**src/rtl/codec_cfg_seq_pkg.sv**
```systemverilog
// Shared definitions for the WM8731 configuration sequencer: FSM encoding,
// register map constants and the power-up initialisation table.
package codec_cfg_seq_pkg;

  typedef enum logic [2:0] {
    WAIT_IDLE = 3'd0,
    ISSUE     = 3'd1,
    WAIT_BUSY = 3'd2,
    WAIT_DONE = 3'd3,
    SETTLE    = 3'd4,
    READY     = 3'd5
  } state_t;

  localparam int          INIT_LEN = 12;
  localparam int          IDX_W    = 4;
  localparam int          PKT_W    = 24;
  localparam logic [IDX_W-1:0] LAST_IDX = 4'd11;

  // WM8731 register addresses (7-bit)
  localparam logic [6:0] REG_LLIN_VOL  = 7'h00;
  localparam logic [6:0] REG_RLIN_VOL  = 7'h01;
  localparam logic [6:0] REG_LHP_VOL   = 7'h02;
  localparam logic [6:0] REG_RHP_VOL   = 7'h03;
  localparam logic [6:0] REG_ANA_PATH  = 7'h04;
  localparam logic [6:0] REG_DIG_PATH  = 7'h05;
  localparam logic [6:0] REG_PWR_DOWN  = 7'h06;
  localparam logic [6:0] REG_DAI_FMT   = 7'h07;
  localparam logic [6:0] REG_SMP_CTRL  = 7'h08;
  localparam logic [6:0] REG_ACTIVE    = 7'h09;
  localparam logic [6:0] REG_RESET     = 7'h0F;

  // Entry 0 sits in the most significant slot, so the list reads in write order.
  localparam logic [0:INIT_LEN-1][15:0] INIT_TABLE = {
    16'h1E00, 16'h0C10, 16'h0017, 16'h0217,
    16'h0479, 16'h0679, 16'h0812, 16'h0A00,
    16'h0E02, 16'h1000, 16'h1201, 16'h0C00
  };

endpackage

```
**src/rtl/codec_cfg_seq_if.sv**
```systemverilog
// Handshake between the configuration sequencer (master) and the I2C
// byte engine (slave).
interface codec_cfg_seq_if;
  import codec_cfg_seq_pkg::*;

  logic             i2c_idle;
  logic             wr_i2c;
  logic [PKT_W-1:0] i2c_packet;

  modport master (
    input  i2c_idle,
    output wr_i2c,
    output i2c_packet
  );

  modport slave (
    output i2c_idle,
    input  wr_i2c,
    input  i2c_packet
  );

endinterface

```
**src/rtl/codec_cfg_rom.sv**
```systemverilog
// Combinational lookup of the 16-bit {addr,data} init word for a table index.
module codec_cfg_rom
  import codec_cfg_seq_pkg::*;
(
  input  logic [IDX_W-1:0] index,
  output logic [15:0]      word
);

  // Out-of-range indices return a harmless all-zero word.
  always_comb begin
    if (index <= LAST_IDX) begin
      word = INIT_TABLE[index];
    end else begin
      word = 16'h0000;
    end
  end

endmodule

```
**src/rtl/codec_cfg_seq.sv**
```systemverilog
// WM8731 configuration sequencer: writes the init table over I2C after reset
// or reinit, then serves single runtime register writes.
module codec_cfg_seq
  import codec_cfg_seq_pkg::*;
#(
  parameter logic [7:0] DEV_ADDR      = 8'h34,
  parameter int         SETTLE_CYCLES = 50000,
  parameter int         BUSY_TIMEOUT  = 1024
) (
  input  logic                   clk,
  input  logic                   reset,
  codec_cfg_seq_if.master        i2c,
  input  logic                   reinit,
  input  logic                   cfg_req,
  input  logic [6:0]             cfg_addr,
  input  logic [8:0]             cfg_data,
  output logic                   cfg_ack,
  output logic                   init_done,
  output logic                   cfg_busy,
  output logic                   cfg_error
);

  localparam int CNT_MAX = (SETTLE_CYCLES > BUSY_TIMEOUT) ? SETTLE_CYCLES : BUSY_TIMEOUT;
  localparam int CNT_W   = $clog2(CNT_MAX + 1);
  localparam logic [CNT_W-1:0] SETTLE_LAST  = CNT_W'(SETTLE_CYCLES - 1);
  localparam logic [CNT_W-1:0] TIMEOUT_LAST = CNT_W'(BUSY_TIMEOUT - 1);

  state_t             state_r, state_nxt_s;
  logic [IDX_W-1:0]   idx_r, idx_nxt_s;
  logic [CNT_W-1:0]   cnt_r, cnt_nxt_s;
  logic               runtime_r, runtime_nxt_s;
  logic [6:0]         addr_r, addr_nxt_s;
  logic [8:0]         data_r, data_nxt_s;
  logic               done_r, done_nxt_s;
  logic               err_r, err_nxt_s;
  logic               ack_r, ack_nxt_s;
  logic               busy_r;
  logic               wr_r;
  logic [PKT_W-1:0]   pkt_r;

  state_t             step_state_s;
  logic [IDX_W-1:0]   step_idx_s;
  logic               step_done_s;
  logic               step_ack_s;
  logic [15:0]        rom_word_s;
  logic [15:0]        word_s;

  codec_cfg_rom u_rom (
    .index (idx_r),
    .word  (rom_word_s)
  );

  // Payload for the next ISSUE: latched runtime request or the current table entry.
  always_comb begin
    if (runtime_r) begin
      word_s = {addr_r, data_r};
    end else begin
      word_s = rom_word_s;
    end
  end

  // Where to go once the current write has finished (normally or by timeout).
  always_comb begin
    step_state_s = WAIT_IDLE;
    step_idx_s   = idx_r;
    step_done_s  = done_r;
    step_ack_s   = 1'b0;
    if (runtime_r) begin
      step_state_s = READY;
      step_ack_s   = 1'b1;
    end else if (idx_r == 4'd0) begin
      step_state_s = SETTLE;
    end else if (idx_r == LAST_IDX) begin
      step_state_s = READY;
      step_done_s  = 1'b1;
    end else begin
      step_idx_s   = idx_r + 4'd1;
    end
  end

  // Next-state logic; reinit overrides everything, including a runtime write.
  always_comb begin
    state_nxt_s   = state_r;
    idx_nxt_s     = idx_r;
    cnt_nxt_s     = cnt_r;
    runtime_nxt_s = runtime_r;
    addr_nxt_s    = addr_r;
    data_nxt_s    = data_r;
    done_nxt_s    = done_r;
    err_nxt_s     = err_r;
    ack_nxt_s     = 1'b0;
    if (reinit) begin
      state_nxt_s   = WAIT_IDLE;
      idx_nxt_s     = 4'd0;
      cnt_nxt_s     = '0;
      runtime_nxt_s = 1'b0;
      done_nxt_s    = 1'b0;
      err_nxt_s     = 1'b0;
    end else begin
      case (state_r)
        WAIT_IDLE: begin
          if (i2c.i2c_idle) begin
            state_nxt_s = ISSUE;
          end else begin
            state_nxt_s = WAIT_IDLE;
          end
        end
        ISSUE: begin
          state_nxt_s = WAIT_BUSY;
          cnt_nxt_s   = '0;
        end
        WAIT_BUSY: begin
          if (!i2c.i2c_idle) begin
            state_nxt_s = WAIT_DONE;
            cnt_nxt_s   = '0;
          end else if (cnt_r == TIMEOUT_LAST) begin
            err_nxt_s     = 1'b1;
            state_nxt_s   = step_state_s;
            idx_nxt_s     = step_idx_s;
            done_nxt_s    = step_done_s;
            ack_nxt_s     = step_ack_s;
            runtime_nxt_s = 1'b0;
            cnt_nxt_s     = '0;
          end else begin
            cnt_nxt_s = cnt_r + CNT_W'(1);
          end
        end
        WAIT_DONE: begin
          if (i2c.i2c_idle) begin
            state_nxt_s   = step_state_s;
            idx_nxt_s     = step_idx_s;
            done_nxt_s    = step_done_s;
            ack_nxt_s     = step_ack_s;
            runtime_nxt_s = 1'b0;
            cnt_nxt_s     = '0;
          end else begin
            state_nxt_s = WAIT_DONE;
          end
        end
        SETTLE: begin
          if (cnt_r == SETTLE_LAST) begin
            state_nxt_s = WAIT_IDLE;
            idx_nxt_s   = 4'd1;
            cnt_nxt_s   = '0;
          end else begin
            cnt_nxt_s = cnt_r + CNT_W'(1);
          end
        end
        READY: begin
          // The ack cycle is skipped so a requester still holding cfg_req is not re-served.
          if (cfg_req && done_r && !ack_r) begin
            state_nxt_s   = WAIT_IDLE;
            runtime_nxt_s = 1'b1;
            addr_nxt_s    = cfg_addr;
            data_nxt_s    = cfg_data;
          end else begin
            state_nxt_s = READY;
          end
        end
        default: begin
          state_nxt_s   = WAIT_IDLE;
          idx_nxt_s     = 4'd0;
          cnt_nxt_s     = '0;
          runtime_nxt_s = 1'b0;
          done_nxt_s    = 1'b0;
        end
      endcase
    end
  end

  // State, counters and registered outputs; wr_i2c/packet follow the state being entered.
  always_ff @(posedge clk) begin
    if (!reset) begin
      state_r   <= WAIT_IDLE;
      idx_r     <= 4'd0;
      cnt_r     <= '0;
      runtime_r <= 1'b0;
      addr_r    <= 7'd0;
      data_r    <= 9'd0;
      done_r    <= 1'b0;
      err_r     <= 1'b0;
      ack_r     <= 1'b0;
      busy_r    <= 1'b1;
      wr_r      <= 1'b0;
      pkt_r     <= 24'd0;
    end else begin
      state_r   <= state_nxt_s;
      idx_r     <= idx_nxt_s;
      cnt_r     <= cnt_nxt_s;
      runtime_r <= runtime_nxt_s;
      addr_r    <= addr_nxt_s;
      data_r    <= data_nxt_s;
      done_r    <= done_nxt_s;
      err_r     <= err_nxt_s;
      ack_r     <= ack_nxt_s;
      busy_r    <= (state_nxt_s != READY);
      wr_r      <= (state_nxt_s == ISSUE);
      if (state_nxt_s == ISSUE) begin
        pkt_r <= {DEV_ADDR, word_s};
      end else begin
        pkt_r <= pkt_r;
      end
    end
  end

  assign i2c.wr_i2c     = wr_r;
  assign i2c.i2c_packet = pkt_r;
  assign cfg_ack        = ack_r;
  assign init_done      = done_r;
  assign cfg_busy       = busy_r;
  assign cfg_error      = err_r;

endmodule
```
**src/flat_wrapper.sv**
```systemverilog
// flat-port wrapper written by rule: the top's interface ports become plain ports
module codec_cfg_seq_flat import codec_cfg_seq_pkg::*;
#(
  parameter logic [7:0] DEV_ADDR      = 8'h34,
  parameter int         SETTLE_CYCLES = 50000,
  parameter int         BUSY_TIMEOUT  = 1024
)
  (clk, reset, reinit, cfg_req, cfg_addr, cfg_data, cfg_ack, init_done, cfg_busy, cfg_error, i2c_i2c_idle, i2c_wr_i2c, i2c_i2c_packet);
  codec_cfg_seq_if i2c_i ();
  input  logic clk;
  input  logic reset;
  input  logic reinit;
  input  logic cfg_req;
  input  logic [6:0] cfg_addr;
  input  logic [8:0] cfg_data;
  output logic cfg_ack;
  output logic init_done;
  output logic cfg_busy;
  output logic cfg_error;
  input wire logic [$bits(i2c_i.i2c_idle)-1:0] i2c_i2c_idle;
  output wire logic [$bits(i2c_i.wr_i2c)-1:0] i2c_wr_i2c;
  output wire logic [$bits(i2c_i.i2c_packet)-1:0] i2c_i2c_packet;
  assign i2c_i.i2c_idle = i2c_i2c_idle;
  assign i2c_wr_i2c = i2c_i.wr_i2c;
  assign i2c_i2c_packet = i2c_i.i2c_packet;
  codec_cfg_seq #(.DEV_ADDR(DEV_ADDR), .SETTLE_CYCLES(SETTLE_CYCLES), .BUSY_TIMEOUT(BUSY_TIMEOUT)) u_core (.clk(clk), .reset(reset), .i2c(i2c_i), .reinit(reinit), .cfg_req(cfg_req), .cfg_addr(cfg_addr), .cfg_data(cfg_data), .cfg_ack(cfg_ack), .init_done(init_done), .cfg_busy(cfg_busy), .cfg_error(cfg_error));
endmodule
```
**config.mk**
```make
export PLATFORM = sky130hd
export DESIGN_NAME = codec_cfg_seq_flat
export DESIGN_NICKNAME = d
export VERILOG_FILES = /design/src/rtl/codec_cfg_seq_pkg.sv /design/src/rtl/codec_cfg_seq_if.sv /design/src/rtl/codec_cfg_rom.sv /design/src/rtl/codec_cfg_seq.sv /design/src/flat_wrapper.sv
export SDC_FILE = /design/constraint.sdc
export NUM_CORES = 1
export LEC_CHECK = 0
export ABC_CLOCK_PERIOD_IN_PS = 3100
export BUFFER_PORTS_ARGS = -buffer_cell sky130_fd_sc_hd__clkbuf_2
export CAP_MARGIN = 40
export CORE_ASPECT_RATIO = 0.75
export CORE_MARGIN = 2
export CORE_UTILIZATION = 43
export CTS_CLUSTER_SIZE = 12
export DETAILED_ROUTE_END_ITERATION = 10
export PLACE_DENSITY = 0.6
export RECOVER_POWER = 50
export SLEW_MARGIN = 5
export SYNTH_ARGS = -nofsm -noshare
export SYNTH_HDL_FRONTEND = slang
export SYNTH_SLANG_ARGS = --single-unit
export TNS_END_PERCENT = 100
```
**constraint.sdc**
```tcl
create_clock -name clk -period 3.1 [get_ports clk]
set_clock_uncertainty 0.05 [all_clocks]
set_input_delay 0.31 -clock clk [delete_from_list [all_inputs] [get_ports clk]]
set_output_delay 0.31 -clock clk [all_outputs]
set_load 0.1 [all_outputs]
```
After elaboration in Yosys (flattened, before gate mapping):

Memories as Yosys holds them, arrays and structs flattened.
Index checks and enable logic that the tools add are counted.

* bitwise operators: 7
* multiplexer cells: 45
* equal/unequal tests: 15
* $lt $le $gt $ge: 2
* reduce and logical (&&, ||, !) cells: 16
* $add $sub $neg: 2

Operators with widths (number)
* 16-bit two-way mux: 8
* 16-bit one-hot mux with 4 select lines: 1
* 4-bit two-way mux: 7
* 3-bit two-way mux: 9
* 3-bit one-hot mux with 6 select lines: 1
* 16-bit by 1-bit adder with 16-bit output, second input constant: 1
* 16-bit by 10-bit equality test with 1-bit output, second input constant: 1
* 16-bit equality test, second input constant: 1
* 4-bit one-hot mux with 4 select lines: 1
* 1-bit two-way mux: 15
* 5-bit AND reduction: 2
* 3-bit by 1-bit equality test with 1-bit output, second input constant: 2
* 3-bit by 2-bit equality test with 1-bit output, second input constant: 2
* 3-bit equality test, second input constant: 2
* 2-bit by 1-bit inequality test with 1-bit output, second input constant: 3
* 1-bit NOT: 6
* 3-bit AND reduction: 2
* 3-bit OR reduction: 2
* 5-bit greater-or-equal comparator, second input constant: 1
* 4-bit NOT with 5-bit output: 1
* 4-bit by 1-bit adder with 4-bit output, second input constant: 1
* 4-bit equality test, second input constant: 1
* 4-bit less-or-equal comparator, second input constant: 1
* 4-bit logical NOT: 1
* 12 further kinds: 15

* memory bits (read-only): 256
* flip-flop bits (word level): 62
* word-level logic and storage cells: 100
* memories: 1
* output and inout bits: 29

Memory list
* (no name shown): depth 16, width 16, rd ports 1, clocked after memory_dff 0, write ports 0, RTL line codec_cfg_rom.sv:12 `word = INIT_TABLE[index];`

Logic depth before layout (Yosys ltp):

* word-level depth: 9
* gate-level depth with buffers: 9

Modules after synthesis:

Synthesis repeated with hierarchy kept, for this count alone.

* cells, all modules: 370
* area, all modules: 3326.9 sq um

Modules (own cells, without submodules)
* codec_cfg_seq: cells an instance 331, area an instance 3020.4 sq um, seq. area each 1241.2 sq um, times used 1
* codec_cfg_rom: cells an instance 39, area an instance 306.5 sq um, seq. area each 0.0 sq um, times used 1

Worst setup path after synthesis:

OpenSTA, ideal clock, no wires.

* path type: register to register
* start point: reg u_core.done_r (netlist: u_core.init_done)
* end point: reg u_core.pkt_r[6] (netlist: u_core.i2c.i2c_packet[6])
* period minus slack after synthesis: 2.333 ns
* data arrival time: 2.166 ns
* stages on the path, launching flop included: 8
* path slack: 0.767 ns
* data required time: 2.933 ns
* setup time: 0.117 ns
* cell sequence: dfxtp_1 -> nand3b_1 -> nand2b_1 -> o21ai_0 -> o21ai_1 -> nor2_2 -> buf_6 -> o211a_1

* longest elaborated chain between the ends: 6

Ends and longest elaborated chain
* from (decl): RTL line codec_cfg_seq.sv:34 `logic done_r, done_nxt_s;`
* from (signal assigned): RTL line codec_cfg_seq.sv:193 `done_r <= done_nxt_s;`
* 1-bit logical AND (2 in series): RTL line codec_cfg_seq.sv:151 `if (cfg_req && done_r && !ack_r) begin`
* 3-bit two-way mux: RTL line codec_cfg_seq.sv:151
* 3-bit one-hot mux with 6 select lines: RTL line codec_cfg_seq.sv:100 `case (state_r)`
* 3-bit two-way mux: RTL line codec_cfg_seq.sv:92 `if (reinit) begin`
* 3-bit by 1-bit equality test with 1-bit output: RTL line codec_cfg_seq.sv:198 `if (state_nxt_s == ISSUE) begin`
* to (signal assigned): RTL line codec_cfg_seq.sv:199 `pkt_r <= {DEV_ADDR, word_s};`
* to (signal assigned): RTL line codec_cfg_seq.sv:201 `pkt_r <= pkt_r;`
* to (decl): RTL line codec_cfg_seq.sv:39 `logic [PKT_W-1:0] pkt_r;`

No other way between the ends.
A chain may end at the register's enable or synchronous reset.

Final worst setup path:

* start point: reg u_core.cnt_r[0]
* end point: reg u_core.pkt_r[14] (netlist: u_core.i2c.i2c_packet[14])

* longest elaborated chain between the ends: 6
* elaborated cells between the ends (all ways): 8

Ends and longest elaborated chain
* from (decl): RTL line codec_cfg_seq.sv:30 `logic [CNT_W-1:0] cnt_r, cnt_nxt_s;`
* from (signal assigned): RTL line codec_cfg_seq.sv:189 `cnt_r <= cnt_nxt_s;`
* 16-bit by 10-bit equality test with 1-bit output: RTL line codec_cfg_seq.sv:116 `end else if (cnt_r == TIMEOUT_LAST) begin`
* 3-bit two-way mux: RTL line codec_cfg_seq.sv:116
* 3-bit two-way mux: RTL line codec_cfg_seq.sv:113 `if (!i2c.i2c_idle) begin`
* 3-bit one-hot mux with 6 select lines *: RTL line codec_cfg_seq.sv:100
* 3-bit two-way mux *: RTL line codec_cfg_seq.sv:92
* 3-bit by 1-bit equality test with 1-bit output *: RTL line codec_cfg_seq.sv:198

Every way passes the cells marked *; elsewhere a longest branch is shown, timed or not.

==> impl_metrics.yaml <==
status:
  status: "completed"
cts:
  cts_root_buf: "clkbuf_8"
  clock_path_buffers: 2
  cts_resized: 0
  cts_max_level: 3
  post-cts-setup-buffers: 0
  cts.sinks: 62
  path_clk_slew_ns: 0.08
  postCtsHoldBufs: 0
  cts_buffers: 9
  tritoncts: "built"
  insertion_delay_ns: 0.34
placement:
  portBuffers: 44
  detailed_place_hpwl_um: 5330
  gp_congestion: 0.933
layout:
  fin_nets: 441
  drive_above_1_share: 0.123
  post-route-util: 0.519
  area_growth_pct: 14.9
  diodes: 0
pwr:
  switching_share: 0.286
  power.switching_uw: 524
  clkPwrFrac: 0.439
  pwr_density_cell_nw_per_um2: 512
  p_seq_frac: 0.445
  peakVddDrop_mv: 0.229
  p_comb_frac: 0.116
  p_int_mw: 1.31
  p_leak_nw: 1.31
yosys:
  synthArstFlopShare: 0
  syn_area_per_cell_sq_um: 8.37
  ys_types: 58
  synth-edff-count: 0
  ys_seq_area_frac: 0.399
  syn_inst: 372
  ys.warnings.count: 0
  yosys_register_bits: 62
  synth_flop_cell: "dfxtp_1"
  syn_area_sq_um: 3110
detailed_routing:
  via_count: 2747
  vias_per_cell: 5.35
  wl_um: 7310
  drcViolationCount: 0
  drtPass1Iterations: 5
  drtIter0Drc: 192
  ant_nets: 0
  wl_per_cell_um: 14.2
global_route:
  antenna_found_initial: 0
  gr-total-overflow: 0
  grt_max_degree: 25
  grt.total_usage: 0.191
  grt_pass1_wl_um: 11900
  grt_pass1_vias: 2422
timing:
  fin_crit_sh: 0.855
  setup_tns_ns: 0
  setup_viol: 0
  rsz0062_at_grt: "no"
  tightest_slew_ns: 1.18
  slew_viol_final: 0
  fmax_mhz: 377
  min_period_ns: 2.65
  relSlewSlack: 0.218
  finalHoldViolations: 0
min_path:
  hold_path.class: "primary input to register"
  min_from: "cfg_addr[4]"
floorplanning:
  ios: 50
  row_count: 26
  initial_core_util: 0.452
  die_y_um: 77.7
  dieWidth_um: 102
  coreArea_sq_um: 6900
  dieArea_sq_um: 7950
worst_setup_path:
  critPathMaxStageDelay_ns: 0.38
  path_delay_family: "compound AO/OA/AOI/OAI gates"
  start_kind: "register"
  required_ns: 3.32
  arrival_ns: 2.87
  r2r-start: "u_core.cnt_r[0]"
  path_buf_inv: 1
  crit_chain: "ha_1 -> nor3b_2 -> a41oi_4 -> o21ai_0 -> o21ai_1 -> nor2_2 -> buf_4 -> mux2i_1"
  worst_setup_path_end_kind: "register"
  critPathMaxFanout: 10
  startpoint: "u_core.cnt_r[0]"
  crit_path_top_delay_cell: "dfxtp_1"
  critPathKind: "register to register"
flow_run:
  cap_violations: 0
==> power by group through the flow <==
stage / Combinational, mW / Clock, mW / Sequential (mW)
2_1_floorplan: 0.111 / 0 / 0.909
3_3_place_gp: 0.216 / 0 / 0.835
3_5_place_dp: 0.216 / 0 / 0.835
4_1_cts: 0.216 / 0.825 / 0.817
5_1_grt: 0.225 / 0.861 / 0.818
6_report: 0.213 / 0.804 / 0.817
==> routing by layer <==
layer	global-route usage	wire length, um	vias up
li1	-	-	1380
met1	0.305	3800	1261
met2	0.252	2860	94
met4	0.0480	89	0
met3	0.0486	558	12
met5	0	0	-
==> cells in the final DEF (no fill, tap or decap), types with 10 or more instances in the layout <==
cell and count:
ha_1 10, nand2_1 65, clkbuf_2 20, a21oi_1 28, clkbuf_1 24, dfxtp_1 62
mux2i_1 11, nor2_1 30, nand3_1 21
==> final cells by class <==
type | instances | area (sq um)
multi-input combinational | 281 | 1730
sequential | 62 | 1240
clock inverter | 7 | 104
inverter | 6 | 22.5
timing repair buffer | 50 | 235
fill | 678 | 3320
tap | 98 | 123
clock buffer | 9 | 124
==> worst paths after layout <==
kind,cells after the start,slack (ns),to
hold reg to reg,2,0.41,u_core.addr_r[6]
setup / recovery,8,0.45,u_core.i2c.i2c_packet[14]
hold / removal,3,0.13,u_core.addr_r[4]
setup reg to reg,8,0.45,u_core.i2c.i2c_packet[14]
==> cell usage after synthesis, types with 6 or more instances <==
cell type / instances / area [sq um]
inv_1: 6 / 22.5
a22oi_1: 7 / 52.6
nor3_1: 6 / 30.0
buf_4: 7 / 52.6
ha_1: 10 / 125
nand3_1: 21 / 105
nand4_1: 7 / 43.8
mux2i_1: 11 / 110
dfxtp_1: 62 / 1240
xor2_1: 9 / 78.8
clkbuf_1: 13 / 48.8
xnor2_1: 6 / 52.6
a21oi_1: 28 / 140
nor2_1: 30 / 113
o21ai_0: 7 / 35.0
nand2_1: 65 / 244
==> stage by stage <==
step | instance area [sq um] | hold slack, ns | power [mW] | setup slack (ns) | instances
finish | 3580 | 0.132 | 1.83 | 0.450 | 513
global route | 3580 | 0.125 | 1.90 | 0.129 | 513
CTS | 3610 | 0.120 | 1.86 | 0.487 | 513
detailed placement | 3380 | 0.397 | 1.05 | 0.504 | 497
global placement | 3380 | 0.390 | 1.05 | 0.652 | 497
floorplan | 3130 | 0.381 | 1.02 | 0.767 | 376
==> sequential cells by signal, summed over array words and instances (netlist names) <==
| signal | flops |
|---|---|
| u_core.data_r | 9 |
| u_core.cfg_ack | 1 |
| u_core.cfg_busy | 1 |
| u_core.addr_r | 7 |
| u_core.cfg_error | 1 |
| u_core.state_r | 3 |
| u_core.i2c.i2c_packet | 17 |
| u_core.idx_r | 4 |
| u_core.i2c.wr_i2c | 1 |
| u_core.cnt_r | 16 |
| u_core.runtime_r | 1 |
| u_core.init_done | 1 |
==> logic make-up (layout without fill, tap and decap cells) <==
family                   Yosys count  count (layout)  synth area share
XOR/XNOR                          15              15            0.0422
adder cells (fa/ha/maj)           10              10            0.0402
other                              1               5           0.00120
flip-flops                        62              62             0.399
AND/OR/NAND/NOR                  165             165             0.266
AO/OA/AOI/OAI                     75              75             0.164
multiplexers                      11              11            0.0354
buffers and inverters             33              72            0.0526
==> worst reg2reg max path: cells and delay by family (launching register included) <==
family	cells	cell delay, ns
muxes	1	0.21
DFF	1	0.38
AOI/OAI and AO/OA	3	0.76
and+or+nand+nor	2	0.71
adders and majority gates	1	0.23
buffers and inverters	1	0.25
Power figures use the tool's default switching activity.
